===== src/rtl/eth_tx_pkg.sv =====
// rtl/eth_tx_pkg.sv - shared state encoding and framing constants for the MII/GMII TX framer
package eth_tx_pkg;

  typedef enum logic [2:0] {
    IDLE = 3'd0,
    PRE  = 3'd1,
    DATA = 3'd2,
    PAD  = 3'd3,
    FCS  = 3'd4,
    IFG  = 3'd5
  } tx_state_e;

  localparam logic [7:0]  PREAMBLE_OCT = 8'h55;
  localparam logic [7:0]  SFD_OCT      = 8'hD5;
  localparam int          PREAMBLE_LEN = 8;
  localparam int          FCS_LEN      = 4;

  localparam logic [31:0] CRC_POLY     = 32'hEDB88320;
  localparam logic [31:0] CRC_INIT     = 32'hFFFFFFFF;
  localparam logic [31:0] CRC_RESIDUE  = 32'hDEBB20E3;

endpackage


===== src/rtl/eth_crc32_byte.sv =====
// rtl/eth_crc32_byte.sv - combinational reflected CRC-32 update for one octet
module eth_crc32_byte
  import eth_tx_pkg::*;
(
  input  logic [31:0] crc_in,
  input  logic [7:0]  in_byte,
  output logic [31:0] crc_out
);

  logic [31:0] c;

  always_comb begin
    c = crc_in ^ {24'h000000, in_byte};
    for (int i = 0; i < 8; i++) begin
      c = c[0] ? ((c >> 1) ^ CRC_POLY) : (c >> 1);
    end
    crc_out = c;
  end

endmodule


===== src/rtl/eth_mii_tx_framer.sv =====
// rtl/eth_mii_tx_framer.sv - one Ethernet frame per start: preamble/SFD, buffer payload,
// zero pad, CRC-32 FCS and inter-frame gap on a 4-bit MII or 8-bit GMII-style interface
module eth_mii_tx_framer
  import eth_tx_pkg::*;
#(
  parameter int DATA_W     = 4,
  parameter int ADDR_W     = 11,
  parameter int LEN_W      = 11,
  parameter int MIN_LEN    = 60,
  parameter int IFG_OCTETS = 12
) (
  input  logic              ETH_TX_CLK,
  input  logic              ETH_TX_RST,
  output logic [DATA_W-1:0] ETH_TX_DATA,
  output logic              ETH_TX_EN,
  input  logic [7:0]        data,
  output logic [ADDR_W-1:0] data_adr,
  input  logic [LEN_W-1:0]  frame_len,
  input  logic              start,
  output logic              busy,
  output logic              finish
);

  localparam int CNT_W = LEN_W + 1;

  localparam logic [2:0] S_IDLE = IDLE;
  localparam logic [2:0] S_PRE  = PRE;
  localparam logic [2:0] S_DATA = DATA;
  localparam logic [2:0] S_PAD  = PAD;
  localparam logic [2:0] S_FCS  = FCS;
  localparam logic [2:0] S_IFG  = IFG;

  localparam logic [CNT_W-1:0] ONE       = CNT_W'(1);
  localparam logic [CNT_W-1:0] SFD_IDX   = CNT_W'(PREAMBLE_LEN - 2);
  localparam logic [CNT_W-1:0] PRE_LAST  = CNT_W'(PREAMBLE_LEN - 1);
  localparam logic [CNT_W-1:0] FCS_LAST  = CNT_W'(FCS_LEN - 1);
  localparam logic [CNT_W-1:0] IFG_LAST  = CNT_W'(IFG_OCTETS - 1);
  localparam logic [CNT_W-1:0] MIN_LEN_C = CNT_W'(MIN_LEN);

  // The buffer has one clock of read latency, so the address must lead the
  // octet being loaded by one octet time on MII and by two octets on GMII.
  localparam int               LEAD    = (DATA_W == 8) ? 2 : 1;
  localparam logic [CNT_W-1:0] LEAD_C  = CNT_W'(LEAD);
  localparam logic [CNT_W-1:0] SFD_TGT = CNT_W'(LEAD - 1);

  localparam bit               CLAMP_EN  = (ADDR_W < CNT_W);
  localparam logic [CNT_W-1:0] ADDR_SPAN = CLAMP_EN ? CNT_W'(64'd1 << ADDR_W) : '0;

  logic [2:0]       state;
  logic [CNT_W-1:0] cnt;
  logic             nib;
  logic [7:0]       tx_oct;
  logic [31:0]      crc;
  logic [CNT_W-1:0] len;
  logic [CNT_W-1:0] real_len;

  logic [CNT_W-1:0] fl_ext;
  logic [CNT_W-1:0] len_next;
  logic [CNT_W-1:0] real_len_next;
  logic             oct_last;
  logic             body_step;
  logic [CNT_W-1:0] nxt_idx;
  logic [CNT_W-1:0] adr_tgt;
  logic [7:0]       body_oct;
  logic [31:0]      crc_nxt;
  logic [7:0]       fcs_oct;

  assign fl_ext        = CNT_W'(frame_len);
  assign len_next      = (fl_ext < MIN_LEN_C) ? MIN_LEN_C : fl_ext;
  assign real_len_next = (CLAMP_EN && fl_ext >= ADDR_SPAN) ? ADDR_SPAN : fl_ext;

  assign oct_last  = (DATA_W == 8) || nib;
  assign body_step = (state == S_PRE && cnt == PRE_LAST) || state == S_DATA || state == S_PAD;
  assign nxt_idx   = (state == S_PRE) ? '0 : cnt + ONE;
  assign adr_tgt   = nxt_idx + LEAD_C;
  assign body_oct  = (nxt_idx < real_len) ? data : 8'h00;

  // FCS octet k of the complemented register; k=0 is taken as the body ends.
  always_comb begin
    fcs_oct = 8'h00;
    case (state)
      S_FCS:   fcs_oct = ~crc[{cnt[1:0] + 2'd1, 3'b000} +: 8];
      default: fcs_oct = ~crc[7:0];
    endcase
  end

  eth_crc32_byte u_crc (
    .crc_in  (crc),
    .in_byte (body_oct),
    .crc_out (crc_nxt)
  );

  always_ff @(posedge ETH_TX_CLK) begin
    if (ETH_TX_RST) begin
      state    <= S_IDLE;
      cnt      <= '0;
      nib      <= 1'b0;
      tx_oct   <= 8'h00;
      crc      <= CRC_INIT;
      len      <= '0;
      real_len <= '0;
      data_adr <= '0;
    end else if (state == S_IDLE) begin
      if (start) begin
        state    <= S_PRE;
        cnt      <= '0;
        nib      <= 1'b0;
        tx_oct   <= PREAMBLE_OCT;
        crc      <= CRC_INIT;
        len      <= len_next;
        real_len <= real_len_next;
        data_adr <= '0;
      end
    end else if (!oct_last) begin
      nib <= 1'b1;
    end else begin
      nib <= 1'b0;
      if (body_step) begin
        if (nxt_idx < len) begin
          state  <= (nxt_idx < real_len) ? S_DATA : S_PAD;
          cnt    <= nxt_idx;
          tx_oct <= body_oct;
          crc    <= crc_nxt;
          if (adr_tgt < real_len) data_adr <= ADDR_W'(adr_tgt);
        end else begin
          state  <= S_FCS;
          cnt    <= '0;
          tx_oct <= fcs_oct;
        end
      end else begin
        case (state)
          S_PRE: begin
            cnt <= cnt + ONE;
            if (cnt == SFD_IDX) begin
              tx_oct <= SFD_OCT;
              if (SFD_TGT < real_len) data_adr <= ADDR_W'(SFD_TGT);
            end else begin
              tx_oct <= PREAMBLE_OCT;
            end
          end
          S_FCS: begin
            if (cnt == FCS_LAST) begin
              state    <= S_IFG;
              cnt      <= '0;
              tx_oct   <= 8'h00;
              data_adr <= '0;
            end else begin
              cnt    <= cnt + ONE;
              tx_oct <= fcs_oct;
            end
          end
          S_IFG: begin
            if (cnt == IFG_LAST) begin
              state <= S_IDLE;
              cnt   <= '0;
              crc   <= CRC_INIT;
            end else begin
              cnt <= cnt + ONE;
            end
          end
          default: state <= S_IDLE;
        endcase
      end
    end
  end

  assign busy      = (state != S_IDLE);
  assign ETH_TX_EN = (state == S_PRE) || (state == S_DATA) || (state == S_PAD) || (state == S_FCS);
  assign finish    = (state == S_IFG) && (cnt == IFG_LAST) && oct_last;

  generate
    if (DATA_W == 8) begin : g_gmii
      assign ETH_TX_DATA = tx_oct;
    end else begin : g_mii
      assign ETH_TX_DATA = nib ? tx_oct[7:4] : tx_oct[3:0];
    end
  endgenerate

endmodule


===== config.mk =====
export PLATFORM = sky130hd
export DESIGN_NAME = eth_mii_tx_framer
export DESIGN_NICKNAME = d
export VERILOG_FILES = /design/src/rtl/eth_tx_pkg.sv /design/src/rtl/eth_crc32_byte.sv /design/src/rtl/eth_mii_tx_framer.sv
export SDC_FILE = /design/constraint.sdc
export NUM_CORES = 1
export LEC_CHECK = 0
export BUFFER_PORTS_ARGS = -buffer_cell sky130_fd_sc_hd__buf_2
export CORE_UTILIZATION = 62
export DETAILED_ROUTE_END_ITERATION = 8
export PLACE_DENSITY = 0.81
export SETUP_SLACK_MARGIN = 0.2
export SKIP_LAST_GASP = 1
export SLEW_MARGIN = 5
export SYNTH_ARGS = -nofsm -noshare
export SYNTH_HDL_FRONTEND = slang
export SYNTH_HIERARCHICAL = 1
export SYNTH_SLANG_ARGS = --single-unit

===== constraint.sdc =====
create_clock -name ETH_TX_CLK -period 6.1 [get_ports ETH_TX_CLK]
set_input_delay 0.61 -clock ETH_TX_CLK [delete_from_list [all_inputs] [get_ports ETH_TX_CLK]]
set_output_delay 0.61 -clock ETH_TX_CLK [all_outputs]
set_load 0.02 [all_outputs]

==> summary.txt, run 1 <==
status: finished clean
Resized cells post-CTS: 0
post-synthesis mux area share: 0.0493
worst-path maximum fanout: 14
die height: 102 µm
Routed Antenna Nets: 0
hold crit path type: reg -> reg
number of max-slew violations in the final report: 0
via count of the first global-routing pass: 5,164
PortBufs: 39
worst setup path category: reg -> reg
routed vias: 5,344
fraction of synthesis flops using an asynchronous set or reset pin: 0
synthesized-area fraction occupied by ao, oa, aoi and oai cells: 0.191
sequential cell area fraction in the yosys report: 0.288
yosys warns: 6
crit end category: flip-flop
Worst R2R Start: cnt[2]
Remaining DRCs: 0
share of synthesized cell area in full adder, half adder and majority cells: 0.0667
Core Box Area: 9730 µm²
share of the synthesized netlist area taken by xor and xnor gates: 0.160
grt ovf: 0
effective utilization at floorplan: 0.636
I/O pin count: 40
Final period util: 0.891
Worst Hold Slack: 0.456 ns
hold-fix buffer count after cts: 0
post-CTS repair timing setup buffer count: 0
post-synthesis sequential element count: 89
clock-pin slew on the worst setup and hold paths: 0.09 ns
Synth Net Count: 769
site row count: 36
floorplan die area: 10,400 µm²
termination of the worst setup path: crc[19]
die span in x: 102 µm
average via count per standard cell: 6.16
clock tree from TritonCTS: built
share of synthesized cell area in and, or, nand and nor gates: 0.195
Max-Slew Margin vs Limit: 0.264
count of final setup violators: 0
number of levels in the clock H-tree: 3
LEAKAGE: 2.59 nW
Max Cap Violations: 0
achievable frequency: 0.184 GHz
final critical delay including setup and external delays: 5.43 ns
sum of routed wire length over all layers: 15.6 mm
layout overhead on the synthesized area: 6.32%
Post-Syn Area per Cell: 8.67 µm²
dominant combinational cell family by area after synthesis: simple AND/OR/NAND/NOR gates
setup slack, reg-to-reg: 0.67 ns
Least-Margin Pin Slew: 1.10 ns
unrepaired setup endpoints after global routing: false
number of buffers added by the clock tree synthesis step: 9
Cell Area, Synth: 6190 µm²
clock root buffer: clkbuf_8
Clk Latency, worst-skew pair: 0.38 ns
Total GRT Usage: 0.320
maximum clock path buffer count: 2
routability congestion estimate: 0.978
Critical Path AT: 5.68 ns
pin count of the biggest net entering global routing: 53
# diodes: 0
final worst clock skew: 0.00905 ns
violation count after the first detailed-routing iteration: 383
cell count after synthesis: 714
power density over the cells: 279 nW/µm²
post-detailed-placement half-perimeter wirelength: 11.7 mm
kind of launch point of the worst setup path: flip-flop
fraction of final layout cells sized beyond drive strength 1: 0.168
number of antenna violations at the first check in global routing: 0
required time worst endpoint: 6.35 ns
VDD IR max: 0.210 mV
Net count, final: 785
EDFF count, synth: 0
worst reg2reg path depth: 17
Final Hold Violating Endpoints: 0
setup TNS: 0 ns
sinks on the clock net: 89
endpoint of the most critical register-to-register path: crc[19]
drt wl/cell: 18.0 µm
first-pass iteration count of the detailed router: 5
first-pass GRT wire length: 25.2 mm
number of different library cells in the post-synthesis netlist: 75
Synth Flop Type: dfxtp_1
start point of the critical path: cnt[2]
[worst max-delay path: stages (launching register included)]
cell and delay, ns:
dfxtp_1 0.66, nand4_2 0.33, o31a_1 0.39, or2_2 0.34
nand2_1 0.11, inv_1 0.07, ha_1 0.29, a21o_1 0.18
a21oi_1 0.24, o21ai_0 0.13, nor3_1 0.75, and2_1 0.36
xor2_4 0.26, xnor3_2 0.54, xor2_1 0.21, xnor2_1 0.17
o22ai_2 0.17, nand2_1 0.08
[registers in the layout, summed over array words and instances, names as in the netlist]
register	flops
cnt	12
crc	32
data_adr	11
len	11
nib	1
real_len	11
state	3
tx_oct	8
[cell families after synthesis]
logic type | after synthesis
flops | 89
compound gates | 160
fa+ha+maj | 33
simple gates | 254
buf+inv | 71
xor+xnor | 87
mux | 20
[layout make-up]
class | count | area [µm²]
multi-input combinational | 554 | 4110
fill | 823 | 3150
inverter | 34 | 128
clock inverter | 3 | 42.5
clock buffer | 12 | 135
timing repair buffer | 42 | 218
tap | 133 | 166
sequential | 89 | 1780
[placed cells by master, fill, tap and decap left out, drive strengths merged, types with 2 or more instances in the layout]
| cell | count |
|---|---|
| or4 | 4 |
| and3 | 6 |
| nand2b | 5 |
| o21ai | 30 |
| clkbuf | 12 |
| or2 | 7 |
| o211ai | 3 |
| xnor2 | 67 |
| nor4 | 10 |
| inv | 34 |
| mux4 | 8 |
| ha | 33 |
| o31a | 3 |
| xor2 | 16 |
| buf | 42 |
| o22ai | 37 |
| a31o | 3 |
| xnor3 | 3 |
| dfxtp | 89 |
| nor3 | 11 |
| a21o | 5 |
| nor2 | 49 |
| a31oi | 2 |
| nand3 | 14 |
| and2 | 14 |
| mux2i | 8 |
| a21oi | 42 |
| o21a | 4 |
| nor2b | 2 |
| a311oi | 5 |
| nand4 | 12 |
| nand2 | 115 |
| a22o | 4 |
| mux2 | 4 |
| a2111oi | 3 |
| o31ai | 2 |
| a22oi | 7 |
[layer usage]
metal | vias to the layer above | share of wire | wire length, µm | GRT usage
li1 | 2554 | - | - | -
met1 | 2531 | 0.39 | 6160 | 0.362
met2 | 207 | 0.51 | 7910 | 0.563
met3 | 52 | 0.059 | 921 | 0.0793
met4 | 0 | 0.039 | 605 | 0.157
met5 | - | 0 | 0 | 0
[stage by stage]
step	setup slack, ns	util	power (mW)	cell area, µm²	instances
finish	0.666	0.677	1.84	6580	867
global route	0.348	0.677	1.93	6580	867
CTS	0.788	0.677	1.83	6580	867
detailed placement	0.826	0.658	1.44	6410	852
global placement	0.954	0.658	1.42	6410	852
floorplan	1.70	-	1.29	6190	714
[how the worst min path moves through the flow]
stage | from | endpoint | slack, ns | cells past startpoint
after global routing | frame_len[0] | real_len[0] | 0.47 | 3
after global placement | data_adr[4] | data_adr[4] | 0.44 | 2
after CTS | tx_oct[5] | tx_oct[5] | 0.46 | 2
final | tx_oct[5] | tx_oct[5] | 0.46 | 2
after floorplan | len[1] | len[1] | 0.43 | 2
after detailed placement | tx_oct[5] | tx_oct[5] | 0.45 | 2
[power by group]
part | internal [mW] | switching [mW]
Combinational | 0.339 | 0.473
Clock | 0.187 | 0.208
Sequential | 0.607 | 0.0242
[cell usage after synthesis, types with 11 or more instances]
master,instances,share of area
nand2_1,114,0.069
dfxtp_1,89,0.29
xnor2_1,55,0.078
nor2_1,49,0.030
a21oi_1,42,0.034
inv_1,34,0.021
ha_1,33,0.067
o21ai_0,28,0.023
clkbuf_1,20,0.012
o22ai_2,20,0.040
o22ai_1,17,0.017
nand3_1,14,0.011
xor2_1,14,0.020
and2_1,13,0.013
nand4_1,11,0.011
Power figures use the tool's default switching activity.
==> inputs of run 2 (changes only) <==
Settings changed: BUFFER_PORTS_ARGS -buffer_cell sky130_fd_sc_hd__buf_2 to -buffer_cell sky130_fd_sc_hd__buf_4, GPL_TIMING_DRIVEN set to 0.
==> summary.txt, run 2 (synthesized netlist as in run 1, its figures left out) <==
net switching component of the power: 718 µW (was 706 µW)
post-detailed-placement half-perimeter wirelength: 12.6 mm (was 11.7 mm)
setup slack, reg-to-reg: 0.81 ns (was 0.67 ns)
endpoint of the most critical register-to-register path: crc[20] (was crc[19])
average via count per standard cell: 6.20 (was 6.16)
hold crit path type: reg -> reg (unchanged)
first-pass GRT wire length: 26.3 mm (was 25.2 mm)
number of levels in the clock H-tree: 3 (unchanged)
site row count: 36 (unchanged)
clock root buffer: clkbuf_8 (unchanged)
grt ovf: 0 (unchanged)
sum of routed wire length over all layers: 16.4 mm (was 15.6 mm)
effective utilization at floorplan: 0.636 (unchanged)
unrepaired setup endpoints after global routing: false (unchanged)
worst setup path category: reg -> reg (unchanged)
commonest non-fill, non-tap cell in the layout: nand2_1 (unchanged)
Remaining DRCs: 0 (unchanged)
Total GRT Usage: 0.333 (was 0.320)
via count of the first global-routing pass: 5,359 (was 5,164)
final worst clock skew: 0.0157 ns (was 0.00905 ns)
setup TNS: 0 ns (unchanged)
first-pass iteration count of the detailed router: 6 (was 5)
WHS Endpoint: len[6] (was tx_oct[5])
sinks on the clock net: 89 (unchanged)
final critical delay including setup and external delays: 5.29 ns (was 5.43 ns)
Cells on Worst Hold Path: 2 (unchanged)
maximum clock path buffer count: 2 (unchanged)
Largest register FFs: 32 (unchanged)
Final Hold Violating Endpoints: 0 (unchanged)
worst-path maximum fanout: 10 (was 14)
fraction of final layout cells sized beyond drive strength 1: 0.176 (was 0.168)
power density over the cells: 275 nW/µm² (was 279 nW/µm²)
clock-pin slew on the worst setup and hold paths: 0.09 ns (about the same)
LEAKAGE: 2.70 nW (was 2.59 nW)
number of max-slew violations in the final report: 0 (unchanged)
layout overhead on the synthesized area: 10.3% (was 6.32%)
hold-fix buffer count after cts: 0 (unchanged)
PnR worst setup slack: 0.811 ns (was 0.666 ns)
pre-CTS WS: 0.691 ns (was 0.826 ns)
count of final setup violators: 0 (unchanged)
# diodes: 0 (unchanged)
fraction of power consumed by the clock network: 0.218 (was 0.215)
VDD IR max: 0.172 mV (was 0.210 mV)
routability congestion estimate: 0.907 (was 0.978)
achievable frequency: 0.189 GHz (was 0.184 GHz)
worst hold path startpoint: len[6] (was tx_oct[5])
Final period util: 0.867 (was 0.891)
crit end category: flip-flop (unchanged)
internal power summed over all cells: 1.16 mW (was 1.13 mW)
worst reg2reg path depth: 16 (was 17)
routed vias: 5,571 (was 5,344)
Critical Path AT: 5.54 ns (was 5.68 ns)
clock tree from TritonCTS: built (unchanged)
I/O pin count: 40 (unchanged)
Most flops, register: crc (unchanged)
Net count, final: 818 (was 785)
die height: 102 µm (unchanged)
relative contribution of sequential cells to total power: 0.334 (was 0.343)
PortBufs: 38 (was 39)
most frequent cells in the layout: nand2_1 (114), dfxtp_1 (89), xnor2_1 (55) (unchanged)
floorplan die area: 10,400 µm² (unchanged)
number of buffers added by the clock tree synthesis step: 9 (unchanged)
net switching share of the total power: 0.383 (was 0.384)
Max-Slew Margin vs Limit: 0.262 (was 0.264)
violation count after the first detailed-routing iteration: 411 (was 383)
drt wl/cell: 18.3 µm (was 18.0 µm)
number of antenna violations at the first check in global routing: 0 (unchanged)
logic gate share of total power: 0.447 (was 0.442)
Max Cap Violations: 0 (unchanged)
fillers: 779 (was 823)
Resized cells post-CTS: 0 (unchanged)
kind of launch point of the worst setup path: flip-flop (unchanged)
required time worst endpoint: 6.35 ns (about the same)
die span in x: 102 µm (unchanged)
Clk Latency, worst-skew pair: 0.38 ns (about the same)
status: finished clean (unchanged)
post-CTS repair timing setup buffer count: 0 (unchanged)
Routed Antenna Nets: 0 (unchanged)
pin count of the biggest net entering global routing: 14 (was 53)
registers with the most flip-flops: crc (32), cnt (12) (unchanged)
Core Box Area: 9730 µm² (unchanged)
Worst R2R Start: cnt[0] (was cnt[2])
Least-Margin Pin Slew: 1.08 ns (was 1.10 ns)
[run 2: final cells by class]
class                   count  area [µm²]  share of cell area
well taps                 133         166              0.0244
plain buffers              37         181              0.0266
repair buffers             38         285              0.0418
flip-flops and latches     89        1780               0.261
multi-input cells         554        4110               0.601
inverters                  34         128              0.0187
clock inverters             3        42.5             0.00623
clock buffers              11         141              0.0207
[run 2: per-stage QoR]
step | std cells | instance area (µm²) | total power [mW] | hold WS, ns | util
after global placement | 885 | 6640 | 1.44 | 0.444 | 0.683
final | 899 | 6830 | 1.88 | 0.460 | 0.702
after CTS | 899 | 6830 | 1.87 | 0.462 | 0.702
after floorplan | 714 | 6190 | 1.29 | 0.432 | -
after detailed placement | 885 | 6640 | 1.46 | 0.450 | 0.683
after global routing | 899 | 6830 | 1.96 | 0.481 | 0.702
[run 2: power groups by stage]
stage	sequential (mW)	combinational, mW	clock (mW)
after floorplan	0.634	0.661	0
after global placement	0.639	0.802	0
after detailed placement	0.641	0.823	0
after CTS	0.627	0.829	0.412
after global routing	0.631	0.894	0.438
final	0.628	0.839	0.410
[run 2: critical path, cell delays in order, from the launching register on]
cell,delay (ns)
dfxtp_1,0.35
buf_2,0.23
inv_1,0.15
ha_1,0.37
clkbuf_1,0.52
nor2_1,0.21
ha_1,0.33
a2111oi_0,0.41
o21ai_0,0.18
nor3_2,0.57
and2_1,0.35
xnor2_4,0.19
xnor2_2,0.49
xnor2_1,0.27
xnor3_1,0.30
o22ai_2,0.16
nand2_1,0.06
[run 2: how the worst max path moves through the flow]
stage           start  endpoint  slack, ns  depth (start not counted)
2_1_floorplan  cnt[1]   crc[19]       1.70                         19
3_3_place_gp   cnt[0]   crc[19]       0.84                         16
3_5_place_dp   cnt[0]   crc[20]       0.69                         16
4_1_cts        cnt[0]   crc[19]       0.64                         16
5_1_grt        cnt[0]   crc[23]       0.46                         16
6_report       cnt[0]   crc[20]       0.81                         16
[run 2: routing by layer]
metal  global-route usage  wire length [µm]  share of wire
met4                0.166               663          0.040
met1                0.398              6610           0.40
met2                0.582              8180           0.50
met3               0.0506               955          0.058
met5                    0                 0              0
